**src/rtl/sprite_line_eval_pkg.sv**
```systemverilog
// Shared constants for the scanline sprite evaluator: sizes, OAM field layout,
// hidden-entry value and FSM state encodings.
package sprite_line_eval_pkg;

    localparam int unsigned SPRITE_NUM_MAX_DEF  = 64;
    localparam int unsigned LINE_SPRITE_MAX_DEF = 8;
    localparam int unsigned TILE_H_DEF          = 8;
    localparam int unsigned BYTE                = 8;

    // OAM / view RAM word: posX [31:24], posY [23:16], tileIndex [15:8], attr [7:0]
    typedef struct packed {
        logic [BYTE-1:0] posX;
        logic [BYTE-1:0] posY;
        logic [BYTE-1:0] tileIndex;
        logic [BYTE-1:0] attr;
    } oam_entry_t;

    localparam logic [31:0] HIDDEN_ENTRY = 32'hFFFF_0000;

    localparam logic [2:0] ST_IDLE  = 3'd0;
    localparam logic [2:0] ST_FETCH = 3'd1;
    localparam logic [2:0] ST_EVAL  = 3'd2;
    localparam logic [2:0] ST_FILL  = 3'd3;
    localparam logic [2:0] ST_DONE  = 3'd4;

endpackage

```
**src/rtl/sprite_hit_cmp.sv**
```systemverilog
// Combinational 1-D sprite coverage test, done in 9 bits so positions near 255 do not wrap.
// Usable for the Y (line) check or an X (pixel) check.
module sprite_hit_cmp
    import sprite_line_eval_pkg::*;
#(
    parameter int unsigned SIZE = TILE_H_DEF
) (
    input  logic [BYTE-1:0] i_pos,
    input  logic [BYTE-1:0] i_coord,
    output logic            o_hit
);

    logic [BYTE:0] w_lo;
    logic [BYTE:0] w_hi;
    logic [BYTE:0] w_coord;

    assign w_lo    = {1'b0, i_pos};
    assign w_hi    = w_lo + (BYTE+1)'(SIZE);
    assign w_coord = {1'b0, i_coord};

    // Position 8'hFF marks a hidden sprite and never matches.
    assign o_hit = (i_pos != 8'hFF) && (w_coord >= w_lo) && (w_coord < w_hi);

endmodule

```
**src/rtl/sprite_line_eval.sv**
```systemverilog
// Scans OAM during hblank, writes hits for the next line into the inactive view RAM bank,
// pads the rest with hidden entries, then flips the bank. Optional: SPRITE_OVERFLOW_EN.
module sprite_line_eval
    import sprite_line_eval_pkg::*;
#(
    parameter int unsigned SPRITE_NUM_MAX  = SPRITE_NUM_MAX_DEF,
    parameter int unsigned LINE_SPRITE_MAX = LINE_SPRITE_MAX_DEF,
    parameter int unsigned TILE_H          = TILE_H_DEF
) (
    input  logic                               clk,
    input  logic                               rstn,
    input  logic                               lineStart,
    input  logic [7:0]                         nextLineY,
    output logic [$clog2(SPRITE_NUM_MAX)-1:0]  oamAddr,
    input  logic [31:0]                        oamData,
    output logic                               viewWe,
    output logic [$clog2(LINE_SPRITE_MAX):0]   viewAddr,
    output logic [31:0]                        viewData,
    output logic                               viewBank,
    output logic [$clog2(LINE_SPRITE_MAX):0]   lineCount,
`ifdef SPRITE_OVERFLOW_EN
    output logic                               overflow,
`endif
    output logic                               busy,
    output logic                               done
);

    localparam int unsigned IW = $clog2(SPRITE_NUM_MAX);
    localparam int unsigned LW = $clog2(LINE_SPRITE_MAX);

    localparam logic [IW-1:0] IDX_LAST  = IW'(SPRITE_NUM_MAX - 1);
    localparam logic [LW:0]   CNT_FULL  = (LW+1)'(LINE_SPRITE_MAX);
    localparam logic [LW-1:0] FILL_LAST = LW'(LINE_SPRITE_MAX - 1);

    logic [2:0]      r_state,      w_state;
    logic [7:0]      r_y,          w_y;
    logic [IW-1:0]   r_idx,        w_idx;
    logic [LW:0]     r_count,      w_count;
    logic [LW-1:0]   r_fill,       w_fill;
    logic            r_bank,       w_bank;
    logic [LW:0]     r_line_count, w_line_count;
    logic            r_done,       w_done;
    logic            r_we,         w_we;
    logic [LW:0]     r_waddr,      w_waddr;
    logic [31:0]     r_wdata,      w_wdata;
`ifdef SPRITE_OVERFLOW_EN
    logic            r_pend,       w_pend;
    logic            r_overflow,   w_overflow;
`endif

    oam_entry_t w_entry;
    logic       w_hit;

    assign w_entry = oam_entry_t'(oamData);

    sprite_hit_cmp #(
        .SIZE    (TILE_H)
    ) u_hit_y (
        .i_pos   (w_entry.posY),
        .i_coord (r_y),
        .o_hit   (w_hit)
    );

    always_comb begin
        w_state      = r_state;
        w_y          = r_y;
        w_idx        = r_idx;
        w_count      = r_count;
        w_fill       = r_fill;
        w_bank       = r_bank;
        w_line_count = r_line_count;
        w_done       = 1'b0;
        w_we         = 1'b0;
        w_waddr      = r_waddr;
        w_wdata      = r_wdata;
`ifdef SPRITE_OVERFLOW_EN
        w_pend       = r_pend;
        w_overflow   = r_overflow;
`endif
        // A new lineStart always (re)launches the pass, aborting any pass in flight.
        if (lineStart) begin
            w_state = ST_FETCH;
            w_y     = nextLineY;
            w_idx   = '0;
            w_count = '0;
`ifdef SPRITE_OVERFLOW_EN
            w_pend  = 1'b0;
`endif
        end else begin
            case (r_state)
                ST_FETCH: w_state = ST_EVAL;
                ST_EVAL: begin
                    w_state = ST_FETCH;
                    w_idx   = r_idx + 1'b1;
                    if (w_hit) begin
                        if (r_count != CNT_FULL) begin
                            w_we    = 1'b1;
                            w_waddr = {~r_bank, r_count[LW-1:0]};
                            w_wdata = w_entry;
                            w_count = r_count + 1'b1;
                        end else begin
`ifdef SPRITE_OVERFLOW_EN
                            w_pend  = 1'b1;
`endif
                        end
                    end
`ifdef SPRITE_OVERFLOW_EN
                    if (r_idx == IDX_LAST) begin
`else
                    if ((r_idx == IDX_LAST) || (w_count == CNT_FULL)) begin
`endif
                        w_state = (w_count == CNT_FULL) ? ST_DONE : ST_FILL;
                        w_fill  = w_count[LW-1:0];
                    end
                end
                ST_FILL: begin
                    w_we    = 1'b1;
                    w_waddr = {~r_bank, r_fill};
                    w_wdata = HIDDEN_ENTRY;
                    w_fill  = r_fill + 1'b1;
                    if (r_fill == FILL_LAST) begin
                        w_state = ST_DONE;
                    end
                end
                ST_DONE: begin
                    w_state      = ST_IDLE;
                    w_bank       = ~r_bank;
                    w_line_count = r_count;
                    w_done       = 1'b1;
`ifdef SPRITE_OVERFLOW_EN
                    w_overflow   = r_pend;
`endif
                end
                default: w_state = ST_IDLE;
            endcase
        end
    end

    always_ff @(posedge clk) begin
        if (!rstn) begin
            r_state      <= ST_IDLE;
            r_y          <= '0;
            r_idx        <= '0;
            r_count      <= '0;
            r_fill       <= '0;
            r_bank       <= 1'b0;
            r_line_count <= '0;
            r_done       <= 1'b0;
            r_we         <= 1'b0;
            r_waddr      <= '0;
            r_wdata      <= '0;
`ifdef SPRITE_OVERFLOW_EN
            r_pend       <= 1'b0;
            r_overflow   <= 1'b0;
`endif
        end else begin
            r_state      <= w_state;
            r_y          <= w_y;
            r_idx        <= w_idx;
            r_count      <= w_count;
            r_fill       <= w_fill;
            r_bank       <= w_bank;
            r_line_count <= w_line_count;
            r_done       <= w_done;
            r_we         <= w_we;
            r_waddr      <= w_waddr;
            r_wdata      <= w_wdata;
`ifdef SPRITE_OVERFLOW_EN
            r_pend       <= w_pend;
            r_overflow   <= w_overflow;
`endif
        end
    end

    assign oamAddr   = r_idx;
    assign viewWe    = r_we;
    assign viewAddr  = r_waddr;
    assign viewData  = r_wdata;
    assign viewBank  = r_bank;
    assign lineCount = r_line_count;
    assign busy      = (r_state != ST_IDLE);
    assign done      = r_done;
`ifdef SPRITE_OVERFLOW_EN
    assign overflow  = r_overflow;
`endif

endmodule
```
**config.mk**
```make
export PLATFORM = sky130hd
export DESIGN_NAME = sprite_line_eval
export DESIGN_NICKNAME = d
export VERILOG_FILES = /design/src/rtl/sprite_line_eval_pkg.sv /design/src/rtl/sprite_hit_cmp.sv /design/src/rtl/sprite_line_eval.sv
export SDC_FILE = /design/constraint.sdc
export NUM_CORES = 1
export LEC_CHECK = 0
export CAP_MARGIN = 20
export CORE_MARGIN = 2
export CORE_UTILIZATION = 30
export DETAILED_ROUTE_END_ITERATION = 12
export DONT_BUFFER_PORTS = 1
export PLACE_DENSITY = 0.46
export SYNTH_ARGS = -nofsm -noshare
export SYNTH_HDL_FRONTEND = slang
export SYNTH_HIERARCHICAL = 1
export SYNTH_SLANG_ARGS = --single-unit
```
**constraint.sdc**
```tcl
create_clock -name clk -period 6.5 [get_ports clk]
set_input_delay 1.95 -clock clk [delete_from_list [all_inputs] [get_ports clk]]
set_output_delay 1.95 -clock clk [all_outputs]
set_load 0.01 [all_outputs]
```
==> impl_metrics.ini, run 1 <==
[status]
outcome = finished clean

[global_route]
groute.layer.met3.usage = 0.0581
grt_antenna_before_repair = 0
globalRouteMet1Util = 0.172
grt_use_total = 0.145
grt.overflow.total = 0
grt_pass1_wl_um = 12700
grt_use_met2 = 0.230
most_used_routing_layer = met2
grt_max_degree = 34
via_count_of_the_first_global_routing_pass = 2459

[synthesis]
synth_fp_nets = 431
post_synth_instance_area_mm2 = 0.00311
netlist.area_leader.share = 0.431
dominantRegCellSynth = sky130_fd_sc_hd__dfxtp_1
synth_area_leaders = sky130_fd_sc_hd__dfxtp_1, sky130_fd_sc_hd__ha_1, sky130_fd_sc_hd__a21oi_1
netlist-cell-type-count = 43
synth_enable_flop_cells = 0
fraction_of_registers_with_async_set_reset = 0
portion_of_the_post_synthesis_area_used_by_sequential_elements = 0.431
ys.warnings.count = 6
synth_area_per_cell_um2 = 8.44
ys_seq_elements = 67
synth_top_area_cell = sky130_fd_sc_hd__dfxtp_1
netlist_instances = 369

[die]
fp-row-count = 37
coreArea_mm2 = 0.0102
io_pins = 93
floorplan.die_area_mm2 = 0.0112
die_width_um = 106
die_h_um = 106
floorplan.initialDensity = 0.306

[worst_setup_path]
critical_path.reg2reg.endpoint = r_fill[1]
crit_path_end_kind = register
crit_path_top_delay_cell = sky130_fd_sc_hd__a221oi_1
timing.critical_path.cells = ha_1 > xnor2_1 > ha_1 > a21o_1 > a21oi_1 > mux2i_1 > a221oi_1 > mux2_2 > a211oi_1 > o31a_1 > o31a_1 > mux2i_1
worstRegToRegCells = 10
crit_path_start_kind = input pin
slowest_delay_ns = 0.84
timing.rr.start = r_y[6]
data_arrival_time_of_the_critical_path_ns = 5.07
timing.critical_path.required_ns = 6.78
path_type_of_the_worst_setup_path = input pin to register
critPathMaxFanout = 9
reg2reg_setup_slack_ns = 3.18

[timing]
final-setup-viol-count = 0
post-route-period-util = 0.737
slew-limit-headroom = 0.286
slew_viol_final = 0
final-hold-violation-count = 0
max_freq_ghz = 0.209
period_minus_slack_ns = 4.79
rsz_0062_raised_after_global_routing = false
finalSetupTns_ns = 0
postLayoutSetupSlackWorst_ns = 1.71
final.setup_skew_ns = 0.0127
max_slew.worst_pin.slew_ns = 1.07

[clock_tree]
cts-buffers-inserted = 9
clk_latency_ns = 0.35
clkTransAtPathRegs_ns = 0.08
cts_tree = yes
maximum_buffer_depth_of_the_clock_tree = 2
ctsResizeCount = 0
postCtsHoldBufs = 0
cts-htree-levels = 3
post_cts.repair.setup_buffers = 0
clock_sinks = 67
clock_tree.root_cell = sky130_fd_sc_hd__clkbuf_8

[min_path]
min_path_cells = 2
hold_path.class = register to register
worst_hold_startpoint = r_fill[2]
worst_hold_path_ep = r_fill[2]

[routing]
routed_wirelength_normalized_by_instance_count_um = 15.3
wirelength_um = 7690
drt_iter0_drcs = 129
route.detailed.drc = 0
route.detailed.vias_per_inst = 5.02
route.antenna.remaining_nets = 0
drtPass1Iterations = 4
route.vias.total = 2524

[layout]
flow.area_growth_from_synthesis_pct = 10.7
layout_commonest_cell = sky130_fd_sc_hd__dfxtp_1
final_cell_mix = sky130_fd_sc_hd__dfxtp_1, sky130_fd_sc_hd__nand2_1, sky130_fd_sc_hd__a21oi_1
layout-drive-gt1-share = 0.0681
nets = 424
final_area_mm2 = 0.00345
final_util = 0.338
antenna-diode-count = 0

[placed_design]
pre_cts_ws_ns = 1.40
port_buffers = 0
placed_cell_area_mm2 = 0.00323
estimated_wirelength_of_the_detail_placed_design_um = 5500
globalplace.congestion = 0.793

[pwr]
sw_frac_of_total = 0.236
sequentialPowerShare = 0.495
combinationalPowerShare = 0.055
total_chip_power_uw = 854
power_leakage_nw = 1.26
peakVddDrop_mv = 0.106
p_int_uw = 652
clock_power_share = 0.450
power_density_mw_per_mm2 = 248
netSwitchingPower_uw = 202

[flow_run]
maxCapViolations = 0
## power by group through the flow
stage	clock network (mW)	registers, mW	logic [mW]
3_5_place_dp	0	0.432	0.0470
4_1_cts	0.398	0.423	0.0474
6_report	0.384	0.423	0.0468
2_1_floorplan	0	0.429	0.0408
3_3_place_gp	0	0.433	0.0460
5_1_grt	0.418	0.424	0.0538
## sequential cells by signal, indices dropped and copies added (netlist names)
| name | cells |
|---|---|
| viewBank | 1 |
| r_y | 8 |
| r_fill | 3 |
| oamAddr | 6 |
| lineCount | 4 |
| viewWe | 1 |
| viewData | 32 |
| r_state | 3 |
| viewAddr | 4 |
| r_count | 4 |
| done | 1 |
## synth_stat cells, drive strengths merged, types with 4 or more instances
cell type and instances:
ha 19, nand2b 4, or3 5, clkbuf 16, mux2i 16, nor2 34
nand3 22, buf 6, nor3b 4, nand2 51, and3 5, dfxtp 67
xnor2 6, o21ai 21, a311oi 4, a21oi 42, inv 11
## metrics by stage
stage / std cells / hold WS, ns
after global routing: 503 / 0.502
final: 503 / 0.485
after detailed placement: 487 / 0.478
after floorplan: 369 / 0.452
after CTS: 503 / 0.490
after global placement: 487 / 0.468
## worst max-delay path by stage
stage | from | to | depth (start not counted)
2_1_floorplan | oamData[19] | r_fill[1] | 13
3_3_place_gp | oamData[19] | viewAddr[1] | 12
3_5_place_dp | oamData[19] | viewData[24] | 12
4_1_cts | oamData[19] | viewData[24] | 12
5_1_grt | oamData[19] | viewData[18] | 12
6_report | oamData[19] | r_fill[1] | 12
## routing by layer
metal | vias up | share of wire
met3 | 12 | 0.069
met4 | 0 | 0.017
met2 | 56 | 0.47
met5 | - | 0
met1 | 1192 | 0.45
li1 | 1264 | -
## logic make-up (layout without fill, tap and decap cells)
group                    count (synthesis)  in the layout  share of synthesized area
AO/OA/AOI/OAI                           85             85                      0.160
flip-flops                              67             67                      0.431
buffers and inverters                   34             32                     0.0430
adder cells (fa/ha/maj)                 19             19                     0.0763
AND/OR/NAND/NOR                        138            138                      0.209
XOR/XNOR                                 9              9                     0.0253
multiplexers                            17             17                     0.0550
## final cells by class
type                            instances  area, µm²
Tap cell                              136        170
Clock buffer                           10        128
Clock inverter                          6       90.1
Fill cell                            1075       6740
Sequential cell                        67       1340
Inverter                               12       45.0
Multi-Input combinational cell        268       1640
Timing Repair Buffer                    4       30.0
## critical path: cells and delay by family
kind,cells,cell delay [ns]
AOI/OAI and AO/OA,6,1.87
adders and majority gates,2,0.38
muxes,3,0.73
xor gates and xnor gates,1,0.13
Note: power is estimated with default switching activity, not from simulation.
==> run 2: changes to the inputs <==
Clock period 6.5 ns to 5 ns, I/O delays scaled along.
==> impl_metrics.ini, run 2 (synthesized netlist as in run 1, its figures left out) <==
[timing]
max_freq_ghz = 0.264
period_minus_slack_ns = 3.78
final.setup_skew_ns = 0.0145
slew_viol_final = 0
slew-limit-headroom = 0.360
max_slew.worst_pin.slew_ns = 0.958
final-hold-violation-count = 0
finalSetupTns_ns = 0
post-route-period-util = 0.757
rsz_0062_raised_after_global_routing = false
final-setup-viol-count = 0
postLayoutSetupSlackWorst_ns = 1.22

[worst_setup_path]
timing.critical_path.required_ns = 5.28
critPathMaxFanout = 9
data_arrival_time_of_the_critical_path_ns = 4.06
path_type_of_the_worst_setup_path = input pin to register
crit_path_start_kind = input pin
worstRegToRegCells = 12
crit_path_end_kind = register
timing.critical_path.cells = ha_1 > xnor2_1 > ha_1 > a21o_1 > a21oi_1 > mux2i_1 > a221oi_1 > buf_4 > mux2_2 > a211oi_1 > o31a_1 > o31a_1 > mux2i_1
crit_path_top_delay_cell = sky130_fd_sc_hd__mux2_2
slowest_delay_ns = 0.36

[status]
outcome = finished clean

[routing]
route.vias.total = 2554
routed_wirelength_normalized_by_instance_count_um = 15.6
drt_iter0_drcs = 130
route.detailed.drc = 0
wirelength_um = 7880
route.antenna.remaining_nets = 0
drtPass1Iterations = 4
route.detailed.vias_per_inst = 5.07

[pwr]
peakVddDrop_mv = 0.150
sw_frac_of_total = 0.235
power_density_mw_per_mm2 = 314
power_leakage_nw = 1.26
p_int_uw = 826
sequentialPowerShare = 0.509
netSwitchingPower_uw = 253
combinationalPowerShare = 0.058
clock_power_share = 0.433

[layout]
largest_register_ff_count = 32
nets = 425
layout_commonest_cell = sky130_fd_sc_hd__dfxtp_1
layout-drive-gt1-share = 0.0679
flow.area_growth_from_synthesis_pct = 10.5
antenna-diode-count = 0
final_cell_mix = sky130_fd_sc_hd__dfxtp_1, sky130_fd_sc_hd__nand2_1, sky130_fd_sc_hd__a21oi_1

[placed_design]
estimated_wirelength_of_the_detail_placed_design_um = 5520
globalplace.congestion = 0.811
pre_cts_ws_ns = 0.890
port_buffers = 0

[clock_tree]
clk_latency_ns = 0.34
postCtsHoldBufs = 0
cts_tree = yes
cts-htree-levels = 3
clock_tree.root_cell = sky130_fd_sc_hd__clkbuf_8
cts-buffers-inserted = 9
clock_sinks = 67
post_cts.repair.setup_buffers = 0
clkTransAtPathRegs_ns = 0.08
maximum_buffer_depth_of_the_clock_tree = 2
ctsResizeCount = 0

[die]
io_pins = 93
fp-row-count = 37
floorplan.die_area_mm2 = 0.0112
floorplan.initialDensity = 0.306
die_width_um = 106
coreArea_mm2 = 0.0102
die_h_um = 106

[global_route]
grt_max_degree = 42
via_count_of_the_first_global_routing_pass = 2430
grt.overflow.total = 0
grt_antenna_before_repair = 0
grt_use_total = 0.143
grt_pass1_wl_um = 12600

[min_path]
hold_path.class = register to register
min_path_cells = 2

[flow_run]
maxCapViolations = 0
## run 2: cell types whose count changed in the layout (fill, tap and decap cells not counted), sizes merged
cell,before,now
buf,4,5
bufinv,2,1
clkbuf,10,13
clkinv,4,2
## run 2: worst paths after layout
path,to,slack [ns],startpoint
worst max-delay path,r_fill[2],1.22,oamData[19]
worst min-delay path,r_fill[2],0.49,r_fill[2]
worst max register to register,r_fill[0],2.21,r_y[0]
worst min register to register,r_fill[2],0.49,r_fill[2]
## run 2: metrics by stage
step	instance area, µm²	total power [mW]	hold WS, ns	instances	util
2_1_floorplan	3110	0.611	0.452	369	-
3_3_place_gp	3240	0.624	0.474	488	0.318
3_5_place_dp	3240	0.625	0.480	488	0.318
4_1_cts	3440	1.10	0.492	504	0.338
5_1_grt	3440	1.14	0.505	504	0.338
6_report	3440	1.08	0.490	504	0.338
## run 2: power groups by stage
| stage | Sequential (mW) | Combinational, mW | Clock [mW] |
|---|---|---|---|
| finish | 0.550 | 0.0626 | 0.467 |
| global route | 0.551 | 0.0713 | 0.513 |
| CTS | 0.550 | 0.0632 | 0.490 |
| detailed placement | 0.562 | 0.0628 | 0 |
| global placement | 0.562 | 0.0613 | 0 |
| floorplan | 0.558 | 0.0531 | 0 |
## run 2: critical path: cells and delay by family
kind / cells / cell delay [ns]
AO/OA/AOI/OAI: 6 / 1.21
XOR/XNOR: 1 / 0.14
adder cells (fa/ha/maj): 2 / 0.38
buffers and inverters: 1 / 0.20
multiplexers: 3 / 0.63
## run 2: layout make-up
class | instances | area [µm²]
Inverter | 12 | 45.0
Clock buffer | 13 | 159
Timing Repair Buffer | 5 | 37.5
Tap cell | 136 | 170
Fill cell | 1097 | 6740
Multi-Input combinational cell | 268 | 1640
Sequential cell | 67 | 1340
Clock inverter | 3 | 46.3
## run 2: per-layer routing
metal / vias to the layer above / global-route usage / wire [µm]
met5: - / 0 / 0
met4: 0 / 0.0602 / 97
met3: 7 / 0.0489 / 450
met2: 50 / 0.228 / 3830
met1: 1227 / 0.177 / 3500
li1: 1270 / - / -
